### src/rtl/rx_word_fanout_if.sv
// Byte-stream input side and per-channel word output side of rx_word_fanout.
interface rx_word_fanout_if #(
    parameter int unsigned pDATA_WIDTH     = 8,
    parameter int unsigned pBYTES_PER_WORD = 4,
    parameter int unsigned pN_OUT          = 3
);
    localparam int unsigned EMPTY_W = $clog2(pBYTES_PER_WORD);
    localparam int unsigned WORD_W  = pBYTES_PER_WORD * pDATA_WIDTH;

    logic                          i_rx_dv;
    logic                          i_rx_er;
    logic [pDATA_WIDTH-1:0]        i_rx_d;
    logic                          i_dst_valid;
    logic [pN_OUT-1:0]             i_dst_mask;
    logic [pN_OUT*WORD_W-1:0]      o_word;
    logic [pN_OUT-1:0]             o_valid;
    logic [pN_OUT-1:0]             o_sof;
    logic [pN_OUT-1:0]             o_eof;
    logic [pN_OUT*EMPTY_W-1:0]     o_empty;
    logic [pN_OUT-1:0]             o_drop;
    logic                          o_busy;

    modport master (
        output i_rx_dv, i_rx_er, i_rx_d, i_dst_valid, i_dst_mask,
        input  o_word, o_valid, o_sof, o_eof, o_empty, o_drop, o_busy
    );

    modport slave (
        input  i_rx_dv, i_rx_er, i_rx_d, i_dst_valid, i_dst_mask,
        output o_word, o_valid, o_sof, o_eof, o_empty, o_drop, o_busy
    );
endinterface

### src/rtl/rx_word_fanout.sv
// Packs the RX byte stream into words and fans each frame out to pN_OUT channels,
// with a one-word hold register so the last word can carry eof/empty.
module rx_word_fanout #(
    parameter int unsigned pDATA_WIDTH     = 8,
    parameter int unsigned pBYTES_PER_WORD = 4,
    parameter int unsigned pN_OUT          = 3
) (
    input  logic             i_clk,
    input  logic             i_rst_n,
    rx_word_fanout_if.slave  bus
);
    localparam int unsigned DW  = pDATA_WIDTH;
    localparam int unsigned BPW = pBYTES_PER_WORD;
    localparam int unsigned NO  = pN_OUT;
    localparam int unsigned CW  = $clog2(pBYTES_PER_WORD);
    localparam int unsigned WW  = BPW * DW;

    localparam logic [1:0] ST_IDLE    = 2'd0;
    localparam logic [1:0] ST_PACK    = 2'd1;
    localparam logic [1:0] ST_DISCARD = 2'd2;

    logic [1:0]    state_q, state_d;
    logic [CW-1:0] cnt_q, cnt_d;
    logic [WW-1:0] part_q, part_d;
    logic [WW-1:0] hold_q, hold_d;
    logic          hold_full_q, hold_full_d;
    logic [NO-1:0] en_q, en_d;
    logic          mask_taken_q, mask_taken_d;
    logic          first_done_q, first_done_d;
    logic [WW-1:0] word_q, word_d;
    logic [NO-1:0] valid_q, valid_d;
    logic [NO-1:0] sof_q, sof_d;
    logic [NO-1:0] eof_q, eof_d;
    logic [CW-1:0] empty_q, empty_d;
    logic [NO-1:0] drop_q, drop_d;
    logic          busy_q, busy_d;

    logic          out_go;
    logic          out_last;
    logic [CW-1:0] ins_idx;
    logic [WW-1:0] ins_base;
    logic [WW-1:0] part_ins;

    // State register and registered outputs
    always_ff @(posedge i_clk or negedge i_rst_n) begin
        if (!i_rst_n) begin
            state_q      <= ST_IDLE;
            cnt_q        <= '0;
            part_q       <= '0;
            hold_q       <= '0;
            hold_full_q  <= 1'b0;
            en_q         <= '1;
            mask_taken_q <= 1'b0;
            first_done_q <= 1'b0;
            word_q       <= '0;
            valid_q      <= '0;
            sof_q        <= '0;
            eof_q        <= '0;
            empty_q      <= '0;
            drop_q       <= '0;
            busy_q       <= 1'b0;
        end else begin
            state_q      <= state_d;
            cnt_q        <= cnt_d;
            part_q       <= part_d;
            hold_q       <= hold_d;
            hold_full_q  <= hold_full_d;
            en_q         <= en_d;
            mask_taken_q <= mask_taken_d;
            first_done_q <= first_done_d;
            word_q       <= word_d;
            valid_q      <= valid_d;
            sof_q        <= sof_d;
            eof_q        <= eof_d;
            empty_q      <= empty_d;
            drop_q       <= drop_d;
            busy_q       <= busy_d;
        end
    end

    // Next state, packing, mask handling and output decode
    always_comb begin
        state_d      = state_q;
        cnt_d        = cnt_q;
        part_d       = part_q;
        hold_d       = hold_q;
        hold_full_d  = hold_full_q;
        en_d         = en_q;
        mask_taken_d = mask_taken_q;
        first_done_d = first_done_q;
        word_d       = word_q;
        valid_d      = '0;
        sof_d        = '0;
        eof_d        = '0;
        empty_d      = '0;
        drop_d       = '0;
        out_go       = 1'b0;
        out_last     = 1'b0;

        // Incoming byte lands MSB-first at the current byte slot
        ins_idx  = (state_q == ST_IDLE) ? '0 : cnt_q;
        ins_base = (state_q == ST_IDLE) ? '0 : part_q;
        part_ins = ins_base;
        for (int i = 0; i < int'(BPW); i++) begin
            if (ins_idx == CW'(i)) part_ins[(int'(BPW) - 1 - i) * int'(DW) +: DW] = bus.i_rx_d;
        end

        case (state_q)
            ST_IDLE: begin
                if (bus.i_rx_dv) begin
                    en_d         = '1;
                    mask_taken_d = 1'b0;
                    first_done_d = 1'b0;
                    hold_full_d  = 1'b0;
                    if (bus.i_rx_er) begin
                        state_d = ST_DISCARD;
                        part_d  = '0;
                        cnt_d   = '0;
                    end else begin
                        state_d = ST_PACK;
                        part_d  = part_ins;
                        cnt_d   = CW'(1);
                    end
                end
            end
            ST_PACK: begin
                // Only the first mask of a frame counts; channels already past sof are dropped
                if (bus.i_dst_valid && !mask_taken_q) begin
                    mask_taken_d = 1'b1;
                    en_d         = en_q & bus.i_dst_mask;
                    drop_d       = en_q & ~bus.i_dst_mask & {NO{first_done_q}};
                end
                if (!bus.i_rx_dv) begin
                    state_d  = ST_IDLE;
                    out_go   = 1'b1;
                    out_last = 1'b1;
                    if (hold_full_q) begin
                        word_d = hold_q;
                    end else begin
                        word_d  = part_q;
                        empty_d = CW'(BPW - 32'(cnt_q));
                    end
                    hold_full_d = 1'b0;
                    part_d      = '0;
                    cnt_d       = '0;
                end else if (bus.i_rx_er) begin
                    state_d     = ST_DISCARD;
                    drop_d      = drop_d | (en_q & {NO{first_done_q}});
                    hold_full_d = 1'b0;
                    part_d      = '0;
                    cnt_d       = '0;
                end else begin
                    if (hold_full_q) begin
                        out_go      = 1'b1;
                        word_d      = hold_q;
                        hold_full_d = 1'b0;
                    end
                    if (cnt_q == CW'(BPW - 1)) begin
                        hold_d      = part_ins;
                        hold_full_d = 1'b1;
                        part_d      = '0;
                        cnt_d       = '0;
                    end else begin
                        part_d = part_ins;
                        cnt_d  = cnt_q + CW'(1);
                    end
                end
            end
            ST_DISCARD: begin
                if (!bus.i_rx_dv) state_d = ST_IDLE;
            end
            default: state_d = ST_IDLE;
        endcase

        // A mask arriving with a word already governs that word
        if (out_go) begin
            valid_d      = en_d;
            sof_d        = en_d & {NO{!first_done_q}};
            eof_d        = en_d & {NO{out_last}};
            first_done_d = 1'b1;
        end

        busy_d = (state_d != ST_IDLE);
    end

    assign bus.o_word  = {NO{word_q}};
    assign bus.o_empty = {NO{empty_q}};
    assign bus.o_valid = valid_q;
    assign bus.o_sof   = sof_q;
    assign bus.o_eof   = eof_q;
    assign bus.o_drop  = drop_q;
    assign bus.o_busy  = busy_q;
endmodule
### src/flat_wrapper.sv
// flat-port wrapper written by rule: the top's interface ports become plain ports
module rx_word_fanout_flat 
#(
    parameter int unsigned pDATA_WIDTH     = 8,
    parameter int unsigned pBYTES_PER_WORD = 4,
    parameter int unsigned pN_OUT          = 3
)
  (i_clk, i_rst_n, bus_i_rx_dv, bus_i_rx_er, bus_i_rx_d, bus_i_dst_valid, bus_i_dst_mask, bus_o_word, bus_o_valid, bus_o_sof, bus_o_eof, bus_o_empty, bus_o_drop, bus_o_busy);
  rx_word_fanout_if #(.pDATA_WIDTH(pDATA_WIDTH), .pBYTES_PER_WORD(pBYTES_PER_WORD), .pN_OUT(pN_OUT)) bus_i ();
  input  logic i_clk;
  input  logic i_rst_n;
  input wire logic [$bits(bus_i.i_rx_dv)-1:0] bus_i_rx_dv;
  input wire logic [$bits(bus_i.i_rx_er)-1:0] bus_i_rx_er;
  input wire logic [$bits(bus_i.i_rx_d)-1:0] bus_i_rx_d;
  input wire logic [$bits(bus_i.i_dst_valid)-1:0] bus_i_dst_valid;
  input wire logic [$bits(bus_i.i_dst_mask)-1:0] bus_i_dst_mask;
  output wire logic [$bits(bus_i.o_word)-1:0] bus_o_word;
  output wire logic [$bits(bus_i.o_valid)-1:0] bus_o_valid;
  output wire logic [$bits(bus_i.o_sof)-1:0] bus_o_sof;
  output wire logic [$bits(bus_i.o_eof)-1:0] bus_o_eof;
  output wire logic [$bits(bus_i.o_empty)-1:0] bus_o_empty;
  output wire logic [$bits(bus_i.o_drop)-1:0] bus_o_drop;
  output wire logic [$bits(bus_i.o_busy)-1:0] bus_o_busy;
  assign bus_i.i_rx_dv = bus_i_rx_dv;
  assign bus_i.i_rx_er = bus_i_rx_er;
  assign bus_i.i_rx_d = bus_i_rx_d;
  assign bus_i.i_dst_valid = bus_i_dst_valid;
  assign bus_i.i_dst_mask = bus_i_dst_mask;
  assign bus_o_word = bus_i.o_word;
  assign bus_o_valid = bus_i.o_valid;
  assign bus_o_sof = bus_i.o_sof;
  assign bus_o_eof = bus_i.o_eof;
  assign bus_o_empty = bus_i.o_empty;
  assign bus_o_drop = bus_i.o_drop;
  assign bus_o_busy = bus_i.o_busy;
  rx_word_fanout #(.pDATA_WIDTH(pDATA_WIDTH), .pBYTES_PER_WORD(pBYTES_PER_WORD), .pN_OUT(pN_OUT)) u_core (.i_clk(i_clk), .i_rst_n(i_rst_n), .bus(bus_i));
endmodule
### config.mk
export PLATFORM = sky130hd
export DESIGN_NAME = rx_word_fanout_flat
export DESIGN_NICKNAME = d
export VERILOG_FILES = /design/src/rtl/rx_word_fanout_if.sv /design/src/rtl/rx_word_fanout.sv /design/src/flat_wrapper.sv
export SDC_FILE = /design/constraint.sdc
export NUM_CORES = 1
export LEC_CHECK = 0
export ABC_AREA = 1
export CORE_AREA = 3 3 111 113
export DETAILED_ROUTE_END_ITERATION = 7
export DIE_AREA = 0 0 114 116
export PLACE_DENSITY = 0.84
export SLEW_MARGIN = 15
export SYNTH_ARGS = -nofsm -noshare
export SYNTH_HDL_FRONTEND = slang
export SYNTH_SLANG_ARGS = --single-unit
### constraint.sdc
create_clock -name i_clk -period 3.1 [get_ports i_clk]
set_input_delay 0.62 -clock i_clk [delete_from_list [all_inputs] [get_ports i_clk]]
set_output_delay 0.62 -clock i_clk [all_outputs]
set_load 0.03 [all_outputs]
Yosys cells after proc, flatten, opt, wreduce, memory -nomap -nowiden
Index checks and enable logic that the tools add are counted.
{ "op_classes": {"reduce_logical": 14, "bitwise": 9, "add_sub_neg": 2, "mux": 57, "n_eq_ne": 10} }
{ "op_table": {"columns": ["cell", "n"], "rows": [
  ["2-to-1 mux 32 bit", 10],
  ["case mux 32 bit (2 select lines)", 1],
  ["2-to-1 mux 8 bit", 4],
  ["2-to-1 mux 3 bit", 10],
  ["2-to-1 mux 2 bit", 13],
  ["bitwise AND 3 bit", 6],
  ["2-to-1 mux 1 bit", 14],
  ["== test 2 bit (second input constant)", 4],
  ["nonzero test 2 bit", 4],
  ["case mux 2 bit (3 select lines)", 1],
  ["case mux 3 bit (2 select lines)", 1],
  ["AND reduction 3 bit", 2],
  ["== test 2 x 1 -> 1 bit (second input constant)", 2],
  ["logical NOT 2 bit", 2],
  ["inequality test 2 x 1 -> 1 bit (second input constant)", 2],
  ["inequality test 2 bit (second input constant)", 2],
  ["case mux 1 bit (2 select lines)", 2],
  ["case mux 2 bit (2 select lines)", 1],
  ["AND reduction 2 bit", 2],
  ["AND reduction 4 bit", 1],
  ["NOT 3 bit", 1],
  ["bitwise OR 3 bit", 1],
  ["adder 2 x 1 -> 2 bit (second input constant)", 1],
  ["logical NOT 1 bit", 2],
  ["3 further kinds", 3]
]} }
{ "word_totals": {"elab_cells": 107, "register_bits": 121, "output_inout_bits": 115, "inputBits": 16} }

Longest topological paths before layout
{ "logic_depth": {"depth_word": 9, "depth_mapped": 9, "ltp_nobuf": 7} }

Least setup slack after synthesis
Ideal clock, no wire load.
{ "synth_path": {"path_type": "input -> register", "startpoint": "input port bus_i_rx_dv", "endpoint": "register u_core.word_q[18]", "setup_ns": 0.117, "n_path_buf": 3, "arrival_time_ns": 1.444, "setup_slack_ns": 1.539, "cell_stages": 9, "required_time_ns": 2.983, "cell_sequence": "buf_6 nor2_8 inv_2 buf_6 buf_2 nand2_1 o21ai_0 nand2_1 nand2_1"} }
{ "synth_between": {"elab_chain_len": 2, "word_cells_on_any_way": 4, "classes_between": "eq/ne (2); mux (1); reduce/logical (1)"} }
{ "synth_lines": {"columns": ["item", "line", "text"], "rows": [
  ["start, declared", "flat_wrapper.sv:12", "input wire logic [$bits(bus_i.i_rx_dv)-1:0] bus_i_rx_dv;"],
  ["inequality test 2 x 1 -> 1 bit (no line) / inequality test 2 bit (equally long branches)", null, null],
  ["AND reduction 3 bit (no line)", null, null],
  ["end signal, assigned", "rx_word_fanout.sv:71", "word_q <= word_d;"],
  ["end, declared", "rx_word_fanout.sv:30", "logic [WW-1:0] word_q, word_d;"]
]} }
Several ways; a longest one is shown, not always the timed one.
A chain may end at the register's enable or synchronous reset.

Worst setup path after layout
{ "layout_path": {"startpoint": "input port bus_i_rx_dv", "endpoint": "register u_core.word_q[23]"} }
The elaborated chain is that of the path after synthesis.

==> metrics.txt <==
WP depth=6; CP max stage cell=inv_1; Worst Path Class, Setup=in -> reg; P_leak=0.00392 uW; post-cts sizing count=0; launching instance or port of the critical path=bus_i_rx_dv; Diodes inserted=0; count of buffering cells on the critical path with inverters included=2; wire length per cell=14.1 um; delay of the slowest cell on the worst path=0.77 ns; Die Ht=116 um; run status=finished, final reports clean; drt initial violations=433; end-of-flow core utilization=0.672; number of I/O pins=131; leading cell types by total area after synthesis=dfrtp_1 48%, nand2_1 26%, buf_4 8.8%, nand4_1 2.6%, inv_1 2.2%; Worst-path clk slew=0.06 ns; total overflow reported by the global router=0; Max-slew headroom=0.293; share of layout cells above drive strength 1=0.0636; Max Root-Sink Buffers=2; unique cell type count in the Yosys netlist=30; Die Footprint=13200 sq um; horizontal extent of the die=114 um; top cell types by occurrence after synthesis=423 x nand2_1, 118 x dfrtp_1, 73 x buf_4; gate count of the mapped netlist=813; Async SR Flop Fraction=1.00; slew at the pin closest to its max-slew limit=1.06 ns; Avg Synthesized Cell Area=7.64 sq um; most instantiated flip-flop cell in the synthesis netlist=dfrtp_1; pin count of the biggest net entering global routing=85; Syn. warnings=0; RSZ-0062 raised after global routing=no; highest achievable clock rate=438 MHz; global-route total usage across every layer=0.226; most frequent cell after synthesis=nand2_1; Total Negative Setup Slacks=0 ns; Initial DRT Pass Iterations=5; number of sinks driven by the clock tree=121; Crit. End Element=flip-flop; filler instances=911; max-cap check violation count=0; kind of cell with the highest combined delay on the critical path=buffers and inverters; count of endpoints failing hold in the final timing report=0; cell row count=39; area share of the leading cell type in the synthesized netlist=0.475; Initial Utilization=0.544; Hold-fix buffers, CTS=0; post-CTS repair timing setup buffer count=0; via count of the first global-routing pass=5093; critical-path maximum fanout=32; total routed wirelength=14.5 mm; standard cell core area=11400 sq um; DRC violations left=0; element type at the critical path start=input port; Hold Slack=0.174 ns; Clock Skews=0.00814 ns; list of cells traversed by the critical path=clkdlybuf4s50_1 > nand2_1 > nand2_1 > inv_1 > nand2_1 > nand2_1; Final Setup Violations=0; clock tree from TritonCTS=yes; source of the worst register-to-register timing path=u_core.state_q[1]; Post-DP HPWL=9.04 mm; final-stage net count=885; power density of the placed cells=585 nW/um^2; area added between synthesis and finish=23.5%; Hold/Removal Path Class=in -> async; cells on worst reg2reg path=7; FF+latch count, synth=121; max-slew violation count=0; period utilisation layout=0.736; final RePlAce weighted congestion=0.813; count of flip-flops with a built-in enable after synthesis=0; Post-Syn Area=6210 sq um; CP Data Arrival Time=2.63 ns; count of port buffers added during placement=130; H-tree depth=4; root buffer cell=clkbuf_16; worst voltage drop across the vdd grid=0.000352 V; library cell with the largest summed area after synthesis=dfrtp_1; initial antenna violation count=0; post-route antenna net violation count=0; clock insertion delay at the later pin of the skew report=0.41 ns; Post-Syn Nets=830; total via count after detailed routing=5275; data required time of the critical path=3.44 ns; post-layout min period=2.28 ns; via-per-instance ratio=5.15; Inserted Clock Buffers=17; global-route wire length before repair=24.1 mm; sequential-to-total area share from yosys stat=0.488; cell seen most often among critical-path stages=nand2_1
-- cells by family after synthesis --
group / share of synthesized area
AO/OA/AOI/OAI: 0.0427
adder cells (fa/ha/maj): 0.00201
buffers and inverters: 0.146
flip-flops: 0.488
AND/OR/NAND/NOR: 0.321
-- worst paths after layout --
check | endpoint | slack (ns)
max | u_core.word_q[23] | 0.82
min | u_core.word_q[27] | 0.17
max reg2reg | u_core.word_q[23] | 1.09
min reg2reg | u_core.part_q[1] | 0.48
max in group asynchronous | u_core.part_q[20] | 2.09
min in group i_clk | u_core.part_q[1] | 0.48
-- layout by cell type (no fill, tap or decap), drive strengths merged --
| cell type | count |
|---|---|
| a21oi | 3 |
| and3b | 1 |
| buf | 12 |
| bufinv | 4 |
| clkbuf | 18 |
| clkdlybuf4s50 | 129 |
| clkinv | 6 |
| clkinvlp | 4 |
| dfrtp | 118 |
| dfstp | 3 |
| ha | 1 |
| inv | 43 |
| nand2 | 424 |
| nand3 | 6 |
| nand3b | 1 |
| nand4 | 27 |
| nor2 | 33 |
| nor3 | 5 |
| nor3b | 1 |
| o211ai | 8 |
| o21a | 1 |
| o21ai | 31 |
| o22ai | 2 |
-- report_power, final --
part           internal [uW]  switching [uW]  leakage, uW
clock network           1370             732     0.000299
registers               1650            63.7      0.00166
logic                    228             443      0.00196
-- registers in the layout, indices dropped and copies added (netlist names), 3 cells and up --
| signal | flops |
|---|---|
| u_core.bus.o_eof | 3 |
| u_core.hold_q | 32 |
| u_core.en_q | 3 |
| u_core.bus.o_sof | 3 |
| u_core.bus.o_valid | 3 |
| u_core.part_q | 32 |
| u_core.word_q | 32 |
| u_core.bus.o_drop | 3 |
-- area by class of cell --
cell class                      count  area (sq um)  area share
Sequential cell                   121          3030       0.395
Multi-Input combinational cell    544          2270       0.296
Timing Repair Buffer              141          1390       0.182
Clock buffer                       18           439      0.0572
Clock inverter                     14           195      0.0254
Tap cell                          143           179      0.0233
Inverter                           43           161      0.0210
-- through the flow --
step / cells / total power, uW / worst slack (ns) / area, sq um
2_1_floorplan: 813 / 2190 / 1.54 / 6210
3_3_place_gp: 992 / 2400 / 0.532 / 7040
3_5_place_dp: 992 / 2410 / 0.443 / 7040
4_1_cts: 1024 / 4510 / 0.856 / 7670
5_1_grt: 1024 / 4640 / 0.620 / 7670
6_report: 1024 / 4490 / 0.817 / 7670
-- routing by layer --
layer	vias up	routed length [um]	global-route usage
met5	-	0	0
met1	2454	6280	0.307
li1	2566	-	-
met4	0	222	0.0736
met2	230	6960	0.369
met3	25	1010	0.0433
Power figures use the tool's default switching activity.
